<file path="config.mk">
export PLATFORM = sky130hd
export DESIGN_NAME = fifo_read_ctrl
export DESIGN_NICKNAME = d
export VERILOG_FILES = /design/src/rtl/fifo_pkg.sv /design/src/rtl/fifo_out_reg.sv /design/src/rtl/fifo_read_ctrl.sv
export SDC_FILE = /design/constraint.sdc
export NUM_CORES = 1
export LEC_CHECK = 0
export BUFFER_PORTS_ARGS = -buffer_cell sky130_fd_sc_hd__buf_2
export CAP_MARGIN = 5
export CORE_UTILIZATION = 43
export DETAILED_ROUTE_END_ITERATION = 7
export HOLD_SLACK_MARGIN = 0.12
export PLACE_DENSITY = 0.8
export REMOVE_ABC_BUFFERS = 1
export SYNTH_ARGS = -nofsm -noshare
export SYNTH_HDL_FRONTEND = slang
export SYNTH_SLANG_ARGS = --single-unit
</file>
<file path="constraint.sdc">
create_clock -name clk -period 2.33 [get_ports clk]
set_clock_uncertainty 0.2 [all_clocks]
set_input_delay 0 -clock clk [delete_from_list [all_inputs] [get_ports clk]]
set_output_delay 0 -clock clk [all_outputs]
set_load 0.02 [all_outputs]
</file>
<file path="src/rtl/fifo_pkg.sv">
// Shared definitions for the FIFO read/write pointer blocks.
// Holds the pointer sizing helper, the output-register state encoding and the modular occupancy helper.
package fifo_pkg;

  typedef enum logic {
    OUT_EMPTY = 1'b0,
    OUT_FULL  = 1'b1
  } out_state_e;

  function automatic int ptr_width(input int depth);
    return $clog2(depth) + 1;
  endfunction

  // Occupancy is the pointer difference taken modulo 2^pw, so the wrap bit resolves full vs empty.
  function automatic logic [31:0] ptr_occ(input logic [31:0] w, input logic [31:0] r, input int pw);
    logic [31:0] mask;
    mask = (32'd1 << pw) - 32'd1;
    return (w - r) & mask;
  endfunction

endpackage

</file>
<file path="src/rtl/fifo_out_reg.sv">
// One-entry valid/ready output register that prefetches the FIFO head entry.
// Reports o_fetch whenever it loads, which is what advances the read pointer.
module fifo_out_reg
  import fifo_pkg::*;
#(
  parameter int WIDTH = 8
) (
  input  logic             clk,
  input  logic             rst,
  input  logic             i_avail,
  input  logic [WIDTH-1:0] i_data,
  input  logic             i_rdy,
  output logic             o_val,
  output logic [WIDTH-1:0] o_msg,
  output logic             o_fetch
);

  out_state_e       r_state;
  out_state_e       w_state_nxt;
  logic             w_load;
  logic [WIDTH-1:0] r_msg;

  always_ff @(posedge clk or negedge rst) begin
    if (!rst) begin
      r_state <= OUT_EMPTY;
      r_msg   <= '0;
    end else begin
      r_state <= w_state_nxt;
      if (w_load) r_msg <= i_data;
    end
  end

  // A pop with nothing behind it drops to OUT_EMPTY and leaves r_msg stale.
  always_comb begin
    w_state_nxt = r_state;
    w_load      = 1'b0;
    case (r_state)
      OUT_EMPTY: begin
        if (i_avail) begin
          w_load      = 1'b1;
          w_state_nxt = OUT_FULL;
        end
      end
      OUT_FULL: begin
        if (i_rdy) begin
          if (i_avail) w_load      = 1'b1;
          else         w_state_nxt = OUT_EMPTY;
        end
      end
      default: w_state_nxt = OUT_EMPTY;
    endcase
  end

  assign o_val   = (r_state == OUT_FULL);
  assign o_msg   = r_msg;
  assign o_fetch = w_load;

endmodule

</file>
<file path="src/rtl/fifo_read_ctrl.sv">
// Read-side FIFO controller: owns the read pointer and empty flag, and prefetches
// the head entry into a valid/ready output register for the PE/accumulator stages.
module fifo_read_ctrl
  import fifo_pkg::*;
#(
  parameter int DEPTH     = 4,
  parameter int WIDTH     = 8,
  parameter int PTR_WIDTH = ptr_width(DEPTH)
) (
  input  logic                 clk,
  input  logic                 rst,
  input  logic [PTR_WIDTH-1:0] w_ptr,
  output logic [PTR_WIDTH-1:0] r_ptr,
  output logic                 empty,
  output logic [PTR_WIDTH-2:0] rd_addr,
  input  logic [WIDTH-1:0]     rd_data,
  output logic                 deq_val,
  input  logic                 deq_rdy,
  output logic [WIDTH-1:0]     deq_msg,
  output logic [PTR_WIDTH-1:0] count
);

  logic                 w_fetch;
  logic [PTR_WIDTH-1:0] w_occ;

  assign empty   = (r_ptr == w_ptr);
  assign rd_addr = r_ptr[PTR_WIDTH-2:0];
  assign w_occ   = PTR_WIDTH'(ptr_occ(32'(w_ptr), 32'(r_ptr), PTR_WIDTH));
  // Peaks at DEPTH+1, which the extra wrap bit of PTR_WIDTH accommodates.
  assign count   = w_occ + PTR_WIDTH'(deq_val);

  fifo_out_reg #(.WIDTH(WIDTH)) u_out (
    .clk     (clk),
    .rst     (rst),
    .i_avail (~empty),
    .i_data  (rd_data),
    .i_rdy   (deq_rdy),
    .o_val   (deq_val),
    .o_msg   (deq_msg),
    .o_fetch (w_fetch)
  );

  // The array slot frees at fetch, so the write side sees it one cycle after the fetch edge.
  always_ff @(posedge clk or negedge rst) begin
    if (!rst)         r_ptr <= '0;
    else if (w_fetch) r_ptr <= r_ptr + 1'b1;
  end

endmodule
</file>
# --- Word-level counts from Yosys, hierarchy flattened ---
# Index checks and enable logic that the tools add are counted.
word_totals:
  ff_bits: 12
  input_bits: 14
classes:
  addsub: 3
  n_eq_ne: 1
  muxes: 5
  bitwise_logic: 1
ops:
  columns: ["op", "count"]
  rows:
  - ["1-bit case mux with 2 select lines", 2]
  - ["3-bit by 1-bit adder with 3-bit output", 1]
  - ["3-bit by 1-bit adder with 3-bit output, second input constant", 1]
  - ["3-bit equality test", 1]
  - ["1-bit two-way mux", 3]
  - ["3-bit subtractor", 1]
  - ["1-bit inverter", 1]

# --- Logic depth before layout (Yosys ltp) ---
# Gate-level depths: netlist of run 1.
logic_depth:
  depth_word: 4
  ltp_mapped: 7
  mapped_depth_nobuf: 7

# --- Cells and area by module ---
# A second synthesis of run 1 with hierarchy kept.
unflattened:
  cells_unflattened: 46
  hier_area_um2: 640.6
by_module_without_submodules:
  columns: ["module", "instances", "cells_each", "area_each_um2", "seq_area_each_um2"]
  rows:
  - ["fifo_out_reg", 1, 21, 381.6, 225.2]
  - ["fifo_read_ctrl", 1, 25, 259.0, 75.1]

# --- Least setup slack after synthesis of run 1 ---
# OpenSTA, ideal clock, no wires.
synth_timing:
  path_type: "register to output"
  start: "register r_ptr[0]"
  end: "output port count[2]"
  t_arrival_ps: 1925
  setup_slack_ps: 205
  stages_incl_launch_ff: 7
  path_cell_list: "dfrtp_1 -> ha_1 -> inv_1 -> ha_1 -> fa_1 -> xor2_1 -> xnor2_1"
synth_between:
  elab_chain_len: 2
synth_rtl:
  columns: ["item", "line_no", "text"]
  rows:
  - ["from (decl)", "fifo_read_ctrl.sv:13", "output logic [PTR_WIDTH-1:0] r_ptr,"]
  - ["from (signal assigned)", "fifo_read_ctrl.sv:46", "else if (w_fetch) r_ptr <= r_ptr + 1'b1;"]
  - ["3-bit subtractor", "fifo_pkg.sv:18", "return (w - r) & mask;"]
  - ["3-bit by 1-bit adder with 3-bit output", "fifo_read_ctrl.sv:30", "assign count = w_occ + PTR_WIDTH'(deq_val);"]
  - ["to (decl)", "fifo_read_ctrl.sv:20", "output logic [PTR_WIDTH-1:0] count"]
# Every way passes these cells.

# --- Worst setup path in the final report of run 1 ---
# Ends and elaborated chain as after synthesis.

==> impl_metrics.toml, run 1 <==
[outcome]
status = "finished clean"

[sta]
min_period_over_period_pct = 94.6
tns_ns = 0
tightest_slew_ns = 0.621
min_period_ns = 2.20
hold_viol_final = 0
finalMaxSlewViolations = 0
relSlewSlack_pct = 58.6
rsz0062_at_grt = "true"
max_freq_mhz = 454
finalSetupViolCount = 0

[logic_synthesis]
syn_area_sq_um = 638
syn_area_per_cell_sq_um = 13.9
synth_commonest_cells = "dfrtp_1 (12), mux2_4 (8), inv_1 (5), ha_1 (4), xor2_1 (3)"
async_flop_share_pct = 100
yosysTopAreaCellShare_pct = 47.1
synthTopCellsByArea = "dfrtp_1 (47%), mux2_4 (19%), ha_1 (7.8%)"
synth_flop_cell = "dfrtp_1"
yosysUniqueCellTypes = 16
ys_warn_count = 0
synth_seq_cells = 12
synth_top_cell_by_area = "dfrtp_1"
syn_inst = 46
yosysSeqAreaShare_pct = 47.1
synth_edf_count = 0
yosysMostFrequentCell = "dfrtp_1"

[placed_design]
placed_cells = 89
portBuffers = 31
hpwl_um = 897
gp_congestion = 0.618
postPlaceCellArea_sq_um = 786

[global_route]
grt_use_total_pct = 18.2
grt_pass1_vias = 458
antenna_found_initial = 0
grt_pass1_wl_um = 1930
grt_max_degree = 13
overflow = 0

[critical_path]
r2r_slack_ns = 0.21
cp.arrival_ns = 2.00
required_ns = 2.13
start_kind = "flop"
cp_num_buf_inv = 2
cp_slowest_cell = "dfrtp_2"
startpoint = "r_ptr[0]"
rr_worst_depth = 5
crit_end = "count[2]"
endpoint_kind = "primary output"
slowest_delay_ns = 0.44
r2r-start = "r_ptr[1]"
r2r-end = "u_out.o_msg[6]"
critical_path_class = "flop to primary output"
worst-path-stages = 7
crit_path_max_fanout = 4
cp_cell_sequence = "ha_4 -> inv_1 -> ha_1 -> fa_2 -> xor2_1 -> xnor2_1 -> buf_4"
crit_family = "adder cells"

[floorplan]
initial_core_util_pct = 47.8
core-area_sq_um = 1330
rows = 13
dieArea_sq_um = 1640
die_w_um = 40.5
ios = 32
die_y_um = 40.5

[layout]
insertedDiodeCount = 0
layout.nets = 114
layoutNonFillerInstCount = 108
drive_above_1_share_pct = 53.8
fillers = 89
final_area_sq_um = 985
final_util_pct = 73.8
area_growth_pct = 54.3

[worst_hold_path]
worstHoldPathType = "input port to flop"

[power_and_ir_drop]
power_mw = 1.36
vdd_drop_max_v = 0.000741
p_per_area_nw_per_um2 = 1380
power_leakage_nw = 0.504

[cts]
clk_latency_ns = 0.26
cts.sinks = 12
cts_root_buffer = "clkbuf_4"
clk_path_buf_depth = 2
htreeDepth = 1
clk_pin_slew_worst_paths_ns = 0.07
cts_tree = "done"
numCtsBuffers = 3

[detailed_routing]
drc = 0
wl_um = 1350
vias_per_cell = 4.66
wire_per_inst_um = 12.5
ant_nets = 0
dr.first_iter.drc_count = 1
dr_total_vias = 503
dr.pass1.iters = 2

[job]
maxCapViolations = 0
## worst min-delay path, stage by stage
cell,delay (ns)
buf_2,0.10
xor2_2,0.10
nor3_2,0.23
o22ai_1,0.10
## cell families after synthesis
| kind of cell | Yosys count | synth area share (%) |
|---|---|---|
| compound gates | 3 | 3.73 |
| fa+ha+maj | 5 | 11.0 |
| buf+inv | 8 | 7.06 |
| simple gates | 4 | 2.94 |
| flops | 12 | 47.1 |
| xor+xnor | 6 | 9.41 |
| mux | 8 | 18.8 |
## flip-flops by register name, indices dropped and copies added (netlist names)
register and cells:
u_out.o_msg 8, r_ptr 3, u_out.o_val 1
## worst min path at each step
stage                         from        endpoint  cells past startpoint
after floorplan                rst        r_ptr[0]                      0
after global placement         rst  u_out.o_msg[4]                      1
after detailed placement       rst  u_out.o_msg[6]                      1
after CTS                 w_ptr[0]        r_ptr[1]                      4
after global routing      w_ptr[2]        r_ptr[1]                      4
final                     w_ptr[2]        r_ptr[1]                      4
## layout by cell type (no fill, tap or decap), types with 2 or more instances in the layout
cell type	n
buf_2	30
buf_4	4
clkbuf_4	3
dfrtp_1	11
dlygate4sd3_1	13
ha_1	3
inv_1	5
mux2_4	8
nand2_1	2
xnor2_1	2
xor2_1	3
## layout make-up
class	count	area [sq um]	area share [%]
clock buffers	3	22.5	2.29
inverters	5	18.8	1.91
multi-input cells	26	313	31.8
flip-flops and latches	12	302	30.6
well taps	15	18.8	1.91
repair buffers	47	310	31.5
## stage by stage
step | worst slack, ns | hold slack (ns)
finish | 0.126 | 0.125
global route | -0.0274 | 0.158
CTS | 0.00815 | 0.132
detailed placement | 0.228 | -0.315
global placement | 0.312 | -0.319
floorplan | 0.105 | -0.496
## what timing repair did
action	in CTS	in global routing
hold buffers	12	1
endpoints found under the setup margin	1	2
setup buffers	0	3
endpoints found under the hold margin	23	1
pin swaps	0	2
resized for setup	1	4
## routing by layer
metal | global-route usage, % | part of all wire, %
met1 | 23.1 | 43
met2 | 29.0 | 55
met3 | 3.33 | 1.9
met4 | 10.0 | 0
met5 | 0 | 0
## report_power, final
group	total [mW]	switching (mW)	internal [mW]
registers	0.373	0.0709	0.302
clock network	0.122	0.0627	0.0596
logic	0.868	0.475	0.393
total	1.36	0.609	0.755
No activity file was read; power rests on OpenSTA's default activity.
==> run 2, diff against run 1 <==
- ABC_AREA: not set -> 1
- PLACE_DENSITY: 0.8 -> 0.79
==> run 2 against run 1 <==
  * Clock power about the same
  * Final cell count rose by 22%
  * Die area increased by 3.0%
  * Clock-buffer cell count did not move
  * Power fell by 16%
  * Maximum frequency down 0.19%
  * First-iteration DRC count grew to 12 times the previous value
  * Highest routed layer unchanged
==> impl_metrics.toml, run 2 <==
[outcome]
status = "finished clean"

[power_and_ir_drop]
power_leakage_nw = 0.547
net-switching-power_mw = 0.538
p_seq_share_pct = 29.7
vdd_drop_max_v = 0.000630
p_clk_share_pct = 10.6
switching_share_pct = 47.1
pwr-share-comb_pct = 59.7
p_int_mw = 0.604
p_per_area_nw_per_um2 = 1230

[global_route]
grt_max_degree = 14
grt_pass1_wl_um = 2240
antenna_found_initial = 0
grt_use_total_pct = 20.2
grt_pass1_vias = 561
overflow = 0

[worst_hold_path]
worstHoldPathType = "input port to flop"
hold_depth = 3

[placed_design]
gp_congestion = 0.635
portBuffers = 31
hpwl_um = 972
pre_cts_slack_ns = 0.300
postPlaceCellArea_sq_um = 793

[layout]
fillers = 124
seq_area_sq_um = 302
area_growth_pct = 41.3
insertedDiodeCount = 0
drive_above_1_share_pct = 34.2
layout.nets = 138
final_area_sq_um = 930
layout_common_cells = "buf_2 (30), nand2_1 (28), nand3_1 (11), dfrtp_1 (11), dlygate4sd3_1 (10)"
largest_register_ffs = 8
layout_commonest_cell = "buf_2"
multi_input_area_sq_um = 288

[critical_path]
worst-path-stages = 7
cp.arrival_ns = 2.01
cp_slowest_cell = "dfrtp_2"
endpoint_kind = "primary output"
critical_path_class = "flop to primary output"
start_kind = "flop"
slowest_delay_ns = 0.43
rr_worst_depth = 6
r2r_slack_ns = 0.59
crit_path_max_fanout = 4
crit_family = "adder cells"
required_ns = 2.13
cp_cell_sequence = "ha_1 -> inv_1 -> ha_1 -> fa_2 -> xnor2_1 -> xnor2_1 -> buf_4"
cp_num_buf_inv = 2

[sta]
tightest_slew_ns = 0.528
relSlewSlack_pct = 64.7
layout_setup_ws_ns = 0.122
min_period_ns = 2.21
finalMaxSlewViolations = 0
finalSetupViolCount = 0
tns_ns = 0
hold_viol_final = 0
rsz0062_at_grt = "false"
min_period_over_period_pct = 94.8
max_freq_mhz = 453

[detailed_routing]
dr.pass1.iters = 5
drc = 0
wl_um = 1480
dr_total_vias = 633
wire_per_inst_um = 11.2
dr.first_iter.drc_count = 12
vias_per_cell = 4.80
ant_nets = 0

[floorplan]
dieArea_sq_um = 1690
die_y_um = 41.1
rows = 13
die_w_um = 41.1
core-area_sq_um = 1370
initial_core_util_pct = 48.2
ios = 32

[logic_synthesis]
yosysSeqAreaShare_pct = 45.6
synthMuxAreaShare_pct = 0
synth_top_cell_by_area = "dfrtp_1"
yosysTopAreaCellShare_pct = 45.6
synth_seq_cells = 12
syn_area_per_cell_sq_um = 8.55
ys_warn_count = 0
synth_compound_area_share_pct = 0
synth_xor_area_share_pct = 3.99
yosys.area_share.simple_pct = 28.7
synth_flop_cell = "dfrtp_1"
synth_commonest_cells = "nand2_1 (28), dfrtp_1 (12), nand3_1 (11), inv_1 (9), ha_1 (4)"
syn_inst = 77
yosys.area_share.adder_pct = 10.6
yosysMostFrequentCell = "nand2_1"
syn_area_sq_um = 658
synth_edf_count = 0
synthTopCellsByArea = "dfrtp_1 (46%), nand2_1 (16%), nand3_1 (8.4%)"
yosysUniqueCellTypes = 14
synth_top_family_by_area = "simple AND/OR/NAND/NOR gates"
async_flop_share_pct = 100

[cts]
clk_latency_ns = 0.26
clk_pin_slew_worst_paths_ns = 0.07
cts_root_buffer = "clkbuf_4"
cts.sinks = 12
clk_path_buf_depth = 2
cts_tree = "done"
numCtsBuffers = 3
htreeDepth = 1

[job]
maxCapViolations = 0
## run 2: cell count changes after synthesis, moves of 2 or more
| cell | change |
|---|---|
| inv_1 | +4 |
| mux2_4 | -8 |
| nand2_1 | +26 |
| nand2_2 | +2 |
| nand3_1 | +11 |
| xor2_1 | -2 |
## run 2: worst reg2reg max path, stage by stage (launching register included)
cell     delay (ns)
dfrtp_1        0.40
inv_1          0.07
ha_1           0.33
nand3_2        0.25
nand2_2        0.28
nand2_1        0.08
nand2_1        0.07
## run 2: final timing paths
path                                startpoint        endpoint
worst min-delay path                   deq_rdy     u_out.o_val
worst max-delay path                  r_ptr[0]        count[2]
worst max register to register        r_ptr[1]  u_out.o_msg[1]
max in group asynchronous                  rst        r_ptr[0]
min in group asynchronous                  rst  u_out.o_msg[0]
worst min register to register  u_out.o_msg[7]  u_out.o_msg[7]
## run 2: routing by layer
layer	part of all wire [%]	up-vias	global-route usage (%)
li1	-	315	-
met1	43	288	25.3
met2	50	30	35.2
met3	6.9	0	4.35
met4	0	0	4.84
met5	0	-	0
## run 2: power groups by stage
stage | Sequential (mW) | Clock (mW) | Combinational [mW]
after floorplan | 0.457 | 0 | 0.336
after global placement | 0.340 | 0 | 0.625
after detailed placement | 0.345 | 0 | 0.639
after CTS | 0.344 | 0.124 | 0.653
after global routing | 0.353 | 0.133 | 0.776
final | 0.340 | 0.121 | 0.681
## run 2: timing repair
item	in CTS	in global routing
hold endpoints to repair	20	0
buffers inserted	0	1
resized for setup	0	3
hold buffers	10	0
setup endpoints to repair	0	1
## run 2: area by class of cell
type / count / share of cell area [%]
Sequential cell: 12 / 32.4
Clock buffer: 3 / 2.42
Timing Repair Buffer: 42 / 28.5
Tap cell: 15 / 2.02
Inverter: 9 / 3.63
Multi-Input combinational cell: 51 / 31.0
## run 2: metrics by stage
| step | utilization, % | hold slack (ns) | power [mW] | std cells |
|---|---|---|---|---|
| final | 68.0 | 0.139 | 1.14 | 132 |
| after global routing | 68.0 | 0.171 | 1.26 | 132 |
| after CTS | 67.0 | 0.137 | 1.12 | 131 |
| after detailed placement | 58.1 | -0.310 | 0.984 | 118 |
| after global placement | 58.1 | -0.312 | 0.966 | 118 |
| after floorplan | - | -0.496 | 0.794 | 72 |
## run 2: cell families (layout without fill, tap and decap cells)
group,after synthesis,count (layout)
simple gates,43,43
buf+inv,14,54
flops,12,12
fa+ha+maj,5,5
xor+xnor,3,3
